<file path="src/rtl/cam_pkg.sv">
// -----------------------------------------------------------------------------
// cam_pkg
// Shared definitions for the CAM request scheduler:
//   - default CAM geometry (entry count, index width, key width)
//   - operation encodings carried on a_op / b_op
//   - scheduler FSM state type
// Build option: CAM_SCHED_LEARN_EN adds the LEARN state (miss -> auto-insert).
// -----------------------------------------------------------------------------
package cam_pkg;

    localparam int CAM_NB_MEM    = 16;
    localparam int CAM_SIZE_ADDR = 4;
    localparam int CAM_KEY_W     = 8;

    localparam logic OP_WRITE  = 1'b1;
    localparam logic OP_SEARCH = 1'b0;

    typedef enum logic [2:0] {
        IDLE  = 3'd0,
        ISSUE = 3'd1,
        WAIT  = 3'd2,
`ifdef CAM_SCHED_LEARN_EN
        LEARN = 3'd3,
`endif
        RESP  = 3'd4
    } state_e;

endpackage : cam_pkg

</file>
<file path="src/rtl/cam_rr_arb.sv">
// -----------------------------------------------------------------------------
// cam_rr_arb
// Two-requester round-robin arbiter with a last-grant pointer.
// When both request, the one not granted last wins; after reset A wins.
// The pointer only advances when en is high and a grant is actually issued.
// Ports:
//   clk, rst_n   clock, asynchronous active-low reset
//   en           arbitration enabled this cycle
//   req[1:0]     requests, bit 0 = A, bit 1 = B
//   gnt[1:0]     one-hot grant (combinational, zero when en is low)
// -----------------------------------------------------------------------------
module cam_rr_arb (
    input  logic       clk,
    input  logic       rst_n,
    input  logic       en,
    input  logic [1:0] req,
    output logic [1:0] gnt
);

    // High when B holds priority for the next contended cycle.
    logic b_next_r;

    // Grant decode from requests and the priority pointer.
    always_comb begin
        gnt = 2'b00;
        if (!en) begin
            gnt = 2'b00;
        end else if (req == 2'b11) begin
            gnt = b_next_r ? 2'b10 : 2'b01;
        end else if (req[0]) begin
            gnt = 2'b01;
        end else if (req[1]) begin
            gnt = 2'b10;
        end else begin
            gnt = 2'b00;
        end
    end

    // Priority pointer: the requester just served drops to lower priority.
    always_ff @(posedge clk or negedge rst_n) begin
        if (!rst_n) begin
            b_next_r <= 1'b0;
        end else if (en && (req != 2'b00)) begin
            b_next_r <= gnt[0];
        end else begin
            b_next_r <= b_next_r;
        end
    end

endmodule : cam_rr_arb

</file>
<file path="src/rtl/cam_sched.sv">
// -----------------------------------------------------------------------------
// cam_sched
// Schedules search / write requests from two requesters (A, B) onto a single
// CAM port. One request is in flight at a time; the FSM walks
// IDLE -> ISSUE -> (WAIT -> [LEARN] ->) RESP -> IDLE.
//
// Timing, counting the cycle where a_gnt/b_gnt is high as cycle 0:
//   write             : rsp_valid in cycle 2
//   search            : rsp_valid in cycle 3
//   search with learn : rsp_valid in cycle 4
// rsp_* is the registered image of the RESP state, so it shows one cycle after
// RESP while the FSM is already back in IDLE arbitrating the next request.
//
// Build option:
//   CAM_SCHED_LEARN_EN  defined   -> search miss writes the key at learn_ptr
//                       undefined -> miss reports found=0, index=0
//
// Ports:
//   clk, rst_n                 clock, asynchronous active-low reset
//   a_req/b_req                requests
//   a_op/b_op                  1 = write, 0 = search
//   a_addr/b_addr              write index
//   a_key/b_key                write data / search key
//   a_gnt/b_gnt                one-cycle grant pulse
//   rsp_valid                  one-cycle completion pulse
//   rsp_port                   0 = A, 1 = B
//   rsp_found                  search hit (0 for writes)
//   rsp_index                  matched / written index
//   busy                       FSM not in IDLE
//   cam_enable, cam_write      CAM controls
//   cam_addr, cam_data         CAM address ({0,index}) and data/key
//   cam_out                    CAM OR-combined match index (combinational)
//   cam_found                  CAM hit flag (registered, one cycle after search)
// -----------------------------------------------------------------------------
module cam_sched
    import cam_pkg::*;
#(
    parameter int NB_MEM    = CAM_NB_MEM,
    parameter int SIZE_ADDR = CAM_SIZE_ADDR
) (
    input  logic                   clk,
    input  logic                   rst_n,
    input  logic                   a_req,
    input  logic                   a_op,
    input  logic [SIZE_ADDR-1:0]   a_addr,
    input  logic [CAM_KEY_W-1:0]   a_key,
    input  logic                   b_req,
    input  logic                   b_op,
    input  logic [SIZE_ADDR-1:0]   b_addr,
    input  logic [CAM_KEY_W-1:0]   b_key,
    output logic                   a_gnt,
    output logic                   b_gnt,
    output logic                   rsp_valid,
    output logic                   rsp_port,
    output logic                   rsp_found,
    output logic [SIZE_ADDR-1:0]   rsp_index,
    output logic                   busy,
    output logic                   cam_enable,
    output logic                   cam_write,
    output logic [SIZE_ADDR:0]     cam_addr,
    output logic [CAM_KEY_W-1:0]   cam_data,
    input  logic [SIZE_ADDR:0]     cam_out,
    input  logic                   cam_found
);

    state_e                 state_r;
    logic                   gnt_a_r;
    logic                   gnt_b_r;
    logic                   op_r;
    logic [SIZE_ADDR-1:0]   addr_r;
    logic [CAM_KEY_W-1:0]   key_r;
    logic                   port_r;
    logic [SIZE_ADDR-1:0]   index_r;
    logic                   found_r;
    logic                   rsp_valid_r;
    logic                   rsp_port_r;
    logic                   rsp_found_r;
    logic [SIZE_ADDR-1:0]   rsp_index_r;
    logic                   busy_r;
    logic                   cam_enable_r;
    logic                   cam_write_r;
    logic [SIZE_ADDR:0]     cam_addr_r;
    logic [CAM_KEY_W-1:0]   cam_data_r;

    logic                   arb_en_s;
    logic [1:0]             arb_gnt_s;
    logic                   sel_op_s;
    logic [SIZE_ADDR-1:0]   sel_addr_s;
    logic [CAM_KEY_W-1:0]   sel_key_s;
    logic                   unused_s;

`ifdef CAM_SCHED_LEARN_EN
    localparam logic [SIZE_ADDR-1:0] LAST_PTR = SIZE_ADDR'(NB_MEM - 1);
    logic [SIZE_ADDR-1:0]   learn_ptr_r;
    // The CAM index space never reaches bit SIZE_ADDR of cam_out.
    assign unused_s = cam_out[SIZE_ADDR];
`else
    // Without learning, the latched key and entry count have no consumer.
    assign unused_s = ^{cam_out[SIZE_ADDR], key_r, NB_MEM[0]};
`endif

    // Arbitration only happens while idle.
    assign arb_en_s = (state_r == IDLE);

    cam_rr_arb u_arb (
        .clk   (clk),
        .rst_n (rst_n),
        .en    (arb_en_s),
        .req   ({b_req, a_req}),
        .gnt   (arb_gnt_s)
    );

    // Mux the granted requester's operands; they are only consumed into registers.
    always_comb begin
        sel_op_s   = a_op;
        sel_addr_s = a_addr;
        sel_key_s  = a_key;
        if (arb_gnt_s[1]) begin
            sel_op_s   = b_op;
            sel_addr_s = b_addr;
            sel_key_s  = b_key;
        end else begin
            sel_op_s   = a_op;
            sel_addr_s = a_addr;
            sel_key_s  = a_key;
        end
    end

    // Scheduler FSM with all outputs registered. CAM controls are loaded on
    // the edge entering ISSUE/LEARN so they are valid during that state.
    always_ff @(posedge clk or negedge rst_n) begin
        if (!rst_n) begin
            state_r      <= IDLE;
            gnt_a_r      <= 1'b0;
            gnt_b_r      <= 1'b0;
            op_r         <= 1'b0;
            addr_r       <= {SIZE_ADDR{1'b0}};
            key_r        <= {CAM_KEY_W{1'b0}};
            port_r       <= 1'b0;
            index_r      <= {SIZE_ADDR{1'b0}};
            found_r      <= 1'b0;
            rsp_valid_r  <= 1'b0;
            rsp_port_r   <= 1'b0;
            rsp_found_r  <= 1'b0;
            rsp_index_r  <= {SIZE_ADDR{1'b0}};
            busy_r       <= 1'b0;
            cam_enable_r <= 1'b0;
            cam_write_r  <= 1'b0;
            cam_addr_r   <= {(SIZE_ADDR+1){1'b0}};
            cam_data_r   <= {CAM_KEY_W{1'b0}};
`ifdef CAM_SCHED_LEARN_EN
            learn_ptr_r  <= {SIZE_ADDR{1'b0}};
`endif
        end else begin
            // Pulses and CAM controls default low; states below raise them.
            gnt_a_r      <= 1'b0;
            gnt_b_r      <= 1'b0;
            cam_enable_r <= 1'b0;
            cam_write_r  <= 1'b0;
            cam_addr_r   <= {(SIZE_ADDR+1){1'b0}};
            cam_data_r   <= {CAM_KEY_W{1'b0}};
            // Completion image of RESP; fields stay zero outside the pulse.
            rsp_valid_r  <= (state_r == RESP);
            rsp_port_r   <= (state_r == RESP) && port_r;
            rsp_found_r  <= (state_r == RESP) && found_r;
            rsp_index_r  <= (state_r == RESP) ? index_r : {SIZE_ADDR{1'b0}};

            case (state_r)
                IDLE: begin
                    if (arb_gnt_s != 2'b00) begin
                        gnt_a_r      <= arb_gnt_s[0];
                        gnt_b_r      <= arb_gnt_s[1];
                        port_r       <= arb_gnt_s[1];
                        op_r         <= sel_op_s;
                        addr_r       <= sel_addr_s;
                        key_r        <= sel_key_s;
                        cam_enable_r <= 1'b1;
                        cam_write_r  <= sel_op_s;
                        cam_addr_r   <= {1'b0, sel_addr_s};
                        cam_data_r   <= sel_key_s;
                        busy_r       <= 1'b1;
                        state_r      <= ISSUE;
                    end else begin
                        busy_r       <= 1'b0;
                        state_r      <= IDLE;
                    end
                end

                ISSUE: begin
                    if (op_r == OP_WRITE) begin
                        index_r <= addr_r;
                        found_r <= 1'b0;
                        state_r <= RESP;
                    end else begin
                        // Multiple matches pass through as the CAM's OR.
                        index_r <= cam_out[SIZE_ADDR-1:0];
                        state_r <= WAIT;
                    end
                end

                WAIT: begin
                    found_r <= cam_found;
                    if (cam_found) begin
                        state_r <= RESP;
                    end else begin
`ifdef CAM_SCHED_LEARN_EN
                        cam_enable_r <= 1'b1;
                        cam_write_r  <= 1'b1;
                        cam_addr_r   <= {1'b0, learn_ptr_r};
                        cam_data_r   <= key_r;
                        state_r      <= LEARN;
`else
                        index_r      <= {SIZE_ADDR{1'b0}};
                        state_r      <= RESP;
`endif
                    end
                end

`ifdef CAM_SCHED_LEARN_EN
                LEARN: begin
                    index_r     <= learn_ptr_r;
                    found_r     <= 1'b0;
                    learn_ptr_r <= (learn_ptr_r == LAST_PTR) ? {SIZE_ADDR{1'b0}}
                                                             : learn_ptr_r + 1'b1;
                    state_r     <= RESP;
                end
`endif

                RESP: begin
                    busy_r  <= 1'b0;
                    state_r <= IDLE;
                end

                default: begin
                    busy_r  <= 1'b0;
                    state_r <= IDLE;
                end
            endcase
        end
    end

    assign a_gnt      = gnt_a_r;
    assign b_gnt      = gnt_b_r;
    assign rsp_valid  = rsp_valid_r;
    assign rsp_port   = rsp_port_r;
    assign rsp_found  = rsp_found_r;
    assign rsp_index  = rsp_index_r;
    assign busy       = busy_r;
    assign cam_enable = cam_enable_r;
    assign cam_write  = cam_write_r;
    assign cam_addr   = cam_addr_r;
    assign cam_data   = cam_data_r;

endmodule : cam_sched
</file>
<file path="config.mk">
export PLATFORM = sky130hd
export DESIGN_NAME = cam_sched
export DESIGN_NICKNAME = d
export VERILOG_FILES = /design/src/rtl/cam_pkg.sv /design/src/rtl/cam_rr_arb.sv /design/src/rtl/cam_sched.sv
export SDC_FILE = /design/constraint.sdc
export NUM_CORES = 1
export LEC_CHECK = 0
export ABC_AREA = 1
export CORE_AREA = 2 2 65 67
export DETAILED_ROUTE_END_ITERATION = 10
export DIE_AREA = 0 0 67 69
export DONT_BUFFER_PORTS = 1
export SLEW_MARGIN = 20
export SYNTH_ARGS = -nofsm -noshare
export SYNTH_HDL_FRONTEND = slang
export SYNTH_SLANG_ARGS = --single-unit
</file>
<file path="constraint.sdc">
create_clock -name clk -period 1.1 [get_ports clk]
set_input_delay 0.11 -clock clk [delete_from_list [all_inputs] [get_ports clk]]
set_output_delay 0.11 -clock clk [all_outputs]
set_load 0.03 [all_outputs]
</file>
==> results by group, run 1 <==
Global routing
  • Initial antenna violation count: 0
  • GR Overflow Total: 0
  • Global Route Usage Sum: 0.1628
  • Via count of the first global-routing pass: 1227
  • Largest net degree at the start of global routing: 39
  • First-pass GRT wire length: 5644 um

Floorplan
  • Row count: 23
  • Die Span Y: 69 um
  • Core Area: 3914 um2
  • Die width: 67 um
  • Die area: 4623 um2
  • Starting Density: 0.3903
  • I/O pins: 61

Place
  • Worst setup slack after placement: -0.1855 ns
  • IO Port Bufs: 0
  • GPL Wtd Cong: 0.7457
  • Detailed placement HPWL: 2192 um
  • Placed Cells incl. Taps: 225

Detailed routing
  • Antenna viol nets, final: 0
  • # DRC: 0
  • Vias: 1244
  • Vias per inst: 4.822
  • DRT iter0 DRCs: 48
  • Pre-antenna DRT Iters: 4
  • Avg WL per Cell: 14.57 um
  • Final wirelength: 3758 um

STA
  • Clock Skew: 0.005827 ns
  • # setup viols final: 28
  • Final period util: 1.223
  • Final Slew Violations: 0
  • RSZ-0062 raised after global routing: true
  • Hold_ws: -0.004466 ns
  • Final setup margin: -0.2452 ns
  • Post-layout min period: 1.345 ns
  • Final Hold Viols: 1
  • Fmax: 743.4 MHz

Synth
  • Post-Syn Instances: 164
  • Post-synthesis cell area: 1528 um2
  • Yosys reg bits: 38
  • Net count after synthesis: 200
  • Post-synth cell types: 19
  • Area leader, netlist: dfrtp_1
  • Post-synth EDFFs: 0
  • Mapped Avg Cell Area: 9.315 um2
  • Post-synth top cells: dfrtp_1, nand2_1, inv_1, nor2_1, nand3_1
  • Most frequent cell after synthesis: dfrtp_1
  • Async S/R FF share, synth: 1.000
  • Yosys warnings: 0
  • Top post-synthesis cells by area: dfrtp_1, nand2_1, inv_1
  • Synth Flop Type: dfrtp_1
  • Sequential area share after synthesis: 0.6224
  • Post-synth top area share: 0.6224

Worst setup path
  • CP endpoint: cam_data[7]
  • Data required time of the worst path: 1.27 ns
  • CP startpoint: state_r[0]
  • Worst setup SP type: flop
  • Reg2reg start: state_r[0]
  • Critical Path End Type: flop
  • Crit path max fanout: 7
  • R2r setup slk: -0.25 ns
  • Slowest stage cell on the critical path: dfrtp_2
  • R2R Path End: cam_data[7]
  • Reg2Reg Depth: 6
  • Critical-path cell list: inv_2, nand2_4, nor2_4, nand2_4, o21ai_1, nor2_1
  • Slowest stage delay, CP: 0.41 ns
  • Cell mode on critical path: nand2_4
  • CP arrival: 1.52 ns
  • Critical path type: flop to flop

Cells and area
  • Layout cells sized above 1: 0.3173
  • Nets@finish: 243
  • Final Non-Filler Cells: 258
  • N_diodes: 0
  • Fill cells: 347
  • Layout area overhead: 46.76%

CTS
  • Clk sinks: 38
  • Num CTS Buffers: 5
  • Clock tree root buffer cell: clkbuf_8
  • CTS Buffer Depth: 2
  • Clk_lat worst skew: 0.29 ns
  • H-tree depth: 2
  • Clk slew on worst S/H paths: 0.07 ns
  • TritonCTS clock tree: yes

Job
  • Max cap viols: 0

Outcome
  • Failing checks: negative hold slack, negative setup slack
  • Status: finished with violations

Power and ir drop
  • PD cells: 3014 nW/um2
  • Peak supply drop: 1148 uV
  • Pleak: 1.131 nW

Min path
  • Worst Hold Depth: 2
  • Worst hold path type: input pin to flop
==> stage by stage <==
stage	utilization	instance area, um2	hold WS (ns)	setup TNS, ns	power (mW)
finish	0.5729	2242	-0.004466	-3.229	6.759
global route	0.5729	2242	0.01102	-5.204	7.164
CTS	0.5217	2042	0.005509	-1.687	6.210
detailed placement	0.4281	1675	-0.1847	-3.579	4.553
global placement	0.4281	1675	-0.1846	-2.125	4.468
floorplan	-	1538	-0.1856	-3.301	3.947
==> power breakdown <==
| part | total, mW | switching, mW | internal, mW |
|---|---|---|---|
| Sequential | 2.84 | 0.899 | 1.94 |
| Clock | 1.44 | 0.471 | 0.967 |
| Combinational | 2.49 | 1.44 | 1.05 |
| Total | 6.76 | 2.81 | 3.95 |
==> state kept, by name, indices dropped and copies added, names as in the netlist, 3 cells and up <==
register   flops
addr_r         4
cam_addr       4
cam_data       8
index_r        4
rsp_index      4
state_r        3
==> per-layer routing <==
metal / vias up / global-route usage / wire length (um)
li1: 591 / - / -
met1: 586 / 0.1795 / 1424
met2: 48 / 0.2684 / 1993
met3: 19 / 0.05546 / 174
met4: 0 / 0.08844 / 166
met5: - / 0 / 0
==> worst max-delay path, delay by kind of cell, from the launching register on <==
kind,cells,cell delay [ns]
AOI/OAI and AO/OA,1,0.23
and+or+nand+nor,4,0.52
DFF,1,0.41
buffers and inverters,1,0.08
==> how the worst min path moves through the flow <==
stage	endpoint	slack (ns)	from
3_5_place_dp	cam_write	-0.18	rst_n
6_report	cam_data[6]	-0.004	b_key[6]
5_1_grt	cam_data[6]	0.01	b_key[6]
4_1_cts	a_gnt	0.006	a_req
2_1_floorplan	a_gnt	-0.19	rst_n
3_3_place_gp	cam_write	-0.18	rst_n
==> kinds of logic after synthesis <==
group,count (synthesis),share of synthesized area
other,1,0.002455
AOI/OAI and AO/OA,13,0.04668
buffers and inverters,33,0.09091
DFF,38,0.6224
and+or+nand+nor,79,0.2375
==> placed cells by master, fill, tap and decap left out, drive strengths merged, types with 2 or more instances in the layout <==
master / n
nand3b: 4
nand4: 2
o21ai: 11
nor3: 2
clkbuf: 6
dlygate4sd3: 19
nand2: 31
bufinv: 2
nor2: 25
buf: 19
dfrtp: 38
inv: 29
nand3: 16
==> area by class of cell <==
class                   instances  area (um2)  share of cell area
multi-input cells              94       594.3              0.2651
repair buffers                 38       364.1              0.1624
well taps                      50       62.56             0.02790
inverters                      30       125.1             0.05580
clock buffers                   6       82.58             0.03683
clock inverters                 2       60.06             0.02679
flip-flops and latches         38       953.4              0.4252
==> timing repair <==
action | CTS | global route
hold buffers | 18 | 2
setup buffers | 0 | 4
endpoints found under the hold margin | 50 | 2
pin swaps | 1 | 23
endpoints found under the setup margin | 32 | 34
cloned | 0 | 1
gates resized for setup | 10 | 36
(Power assumes the default switching activity.)
==> run 2: changes to the inputs <==
--- a/config.mk
+++ b/config.mk
@@ -6,6 +6,7 @@
 export NUM_CORES = 1
 export LEC_CHECK = 0
 export ABC_AREA = 1
+export CAP_MARGIN = 20
 export CORE_AREA = 2 2 65 67
 export DETAILED_ROUTE_END_ITERATION = 10
 export DIE_AREA = 0 0 67 69
==> results of run 2 <==
The final DEF is identical to that of run 1; final timing and power are the same.
==> run 3: changes to the inputs <==
--- a/config.mk
+++ b/config.mk
@@ -11,7 +11,7 @@
 export DETAILED_ROUTE_END_ITERATION = 10
 export DIE_AREA = 0 0 67 69
 export DONT_BUFFER_PORTS = 1
-export SLEW_MARGIN = 20
+export SLEW_MARGIN = 40
 export SYNTH_ARGS = -nofsm -noshare
 export SYNTH_HDL_FRONTEND = slang
 export SYNTH_SLANG_ARGS = --single-unit
==> constraint.sdc (replaced) <==
create_clock -name clk -period 1.1 [get_ports clk]
set_input_delay 0.22 -clock clk [delete_from_list [all_inputs] [get_ports clk]]
set_output_delay 0.22 -clock clk [all_outputs]
set_load 0.03 [all_outputs]
==> results by group, run 3 (synthesis gave the netlist of run 1 again) <==
Cells and area
  • Most frequent cells in the layout: dfrtp_1, nand2_1, inv_1
  • Nets@finish: 220 (-9.5%)
  • Design Area, Final: 1957 um2 (-13%)
  • Layout area overhead: 28.09%
  • Commonest non-fill, non-tap cell in the layout: dfrtp_1
  • N_diodes: 0 (unchanged)
  • Max reg flops: 8 (unchanged)
  • Layout cells sized above 1: 0.2703 (-0.04704)

Worst setup path
  • CP arrival: 1.43 ns (-0.09 ns)
  • Crit path max fanout: 6 (-1)
  • Critical-path cell list: inv_2, nand2_4, nor2_4, buf_6, nand3_1, nand3_2, nand2_1
  • Data required time of the worst path: 1.28 ns (about the same)
  • Slowest stage delay, CP: 0.42 ns (about the same)
  • Critical Path End Type: flop
  • Critical path type: flop to flop
  • Slowest stage cell on the critical path: dfrtp_2
  • Worst setup SP type: flop

Detailed routing
  • DRT iter0 DRCs: 32 (-33%)
  • Vias: 1124 (-9.6%)
  • Vias per inst: 4.783 (-0.80%)
  • Antenna viol nets, final: 0 (unchanged)
  • Pre-antenna DRT Iters: 4 (unchanged)
  • Avg WL per Cell: 13.71 um (-5.9%)
  • # DRC: 0 (unchanged)
  • Final wirelength: 3222 um (-14%)

CTS
  • Num CTS Buffers: 5 (unchanged)
  • Clk_lat worst skew: 0.29 ns (about the same)
  • CTS Buffer Depth: 2 (unchanged)
  • TritonCTS clock tree: yes
  • Clk sinks: 38 (unchanged)
  • H-tree depth: 2 (unchanged)
  • Clk slew on worst S/H paths: 0.08 ns (about the same)
  • Clock tree root buffer cell: clkbuf_8

Global routing
  • Initial antenna violation count: 0 (unchanged)
  • Largest net degree at the start of global routing: 39 (unchanged)
  • Via count of the first global-routing pass: 1166 (-5.0%)
  • Global Route Usage Sum: 0.1572 (-0.005601)
  • GR Overflow Total: 0 (unchanged)
  • First-pass GRT wire length: 5423 um (-3.9%)

Power and ir drop
  • Pwr Total: 6.422 mW (-5.0%)
  • Peak supply drop: 1312 uV (+14%)
  • Pleak: 1.013 nW (-10%)
  • PD cells: 3282 nW/um2 (+8.9%)

Floorplan
  • Die width: 67 um (unchanged)
  • Core Area: 3914 um2 (unchanged)
  • Die Span Y: 69 um (unchanged)
  • Die area: 4623 um2 (unchanged)
  • Row count: 23 (unchanged)
  • I/O pins: 61 (unchanged)
  • Starting Density: 0.3903 (unchanged)

STA
  • Final setup margin: -0.1420 ns (+0.1031 ns)
  • Fmax: 805.1 MHz (+8.3%)
  • RSZ-0062 raised after global routing: true
  • Final period util: 1.129 (-0.09376)
  • Final Hold Viols: 38 (+37)
  • # setup viols final: 26 (-7.1%)
  • Clock Skew: 0.009516 ns (+0.003689 ns)
  • Hold_ws: -0.3876 ns (-0.3831 ns)
  • Final Slew Violations: 0 (unchanged)
  • Post-layout min period: 1.242 ns (-0.1031 ns)

Place
  • IO Port Bufs: 0 (unchanged)
  • GPL Wtd Cong: 0.7442 (-0.20%)
  • Placed Area: 1683 um2 (+0.45%)
  • Detailed placement HPWL: 2290 um (+4.5%)

Outcome
  • Failing checks: negative hold slack, negative setup slack
  • Status: finished with violations

Job
  • Max cap viols: 0 (unchanged)

Min path
  • Worst hold path type: input pin to asynchronous set/reset pin
-- run 3: power breakdown --
group,total [mW],leakage [nW],switching [mW],internal (mW)
Sequential,2.83,0.492,0.892,1.94
Combinational,2.18,0.453,1.23,0.945
Clock,1.42,0.0683,0.508,0.908
Total,6.42,1.01,2.63,3.79
-- run 3: critical path: cells and delay by family, from the launching register on --
| kind | cells | cell delay [ns] |
|---|---|---|
| and+or+nand+nor | 5 | 0.48 |
| buffers and inverters | 2 | 0.22 |
| DFF | 1 | 0.42 |
-- run 3: what timing repair did --
action / in CTS / in global routing
hold endpoints to repair: 38 / 38
buffers inserted: 0 / 1
endpoints found under the setup margin: 33 / 33
pin swaps: 2 / 7
resized for setup: 15 / 19
-- run 3: final cells by class --
| cell class | count | area (um2) |
|---|---|---|
| inverter | 30 | 117.6 |
| clock buffer | 5 | 68.82 |
| multi-input combinational | 93 | 538.0 |
| clock inverter | 3 | 68.82 |
| tap | 50 | 62.56 |
| sequential | 38 | 953.4 |
| timing repair buffer | 16 | 147.6 |
| fill | 389 | 1957 |
-- run 3: path summary, 6_finish.rpt --
path	start	endpoint	slack, ns	cells past startpoint
setup / recovery	state_r[0]	addr_r[1]	-0.14	7
hold reg to reg	index_r[2]	rsp_index[2]	0.50	2
max in group asynchronous	rst_n	rsp_port	1.39	0
min in group clk	cam_out[2]	index_r[2]	0.06	2
hold / removal	rst_n	cam_write	-0.39	0
setup reg to reg	state_r[0]	addr_r[1]	-0.14	7
-- run 3: stage by stage --
stage	instances	TNS (ns)	setup WS, ns	hold slack (ns)	utilization
2_1_floorplan	164	-3.301	-0.2121	-0.07559	-
3_3_place_gp	226	-2.000	-0.1098	-0.07463	0.4300
3_5_place_dp	226	-3.247	-0.1696	-0.07500	0.4300
4_1_cts	234	-1.365	-0.09119	-0.3944	0.4792
5_1_grt	235	-3.797	-0.1897	-0.3987	0.5000
6_report	235	-2.296	-0.1420	-0.3876	0.5000
-- run 3: routing by layer --
metal / routed length [um] / track usage / vias up
li1: - / - / 547
met1: 1283 / 0.1895 / 537
met2: 1677 / 0.2475 / 31
met3: 174 / 0.04894 / 9
met4: 87 / 0.08163 / 0
met5: 0 / 0 / -
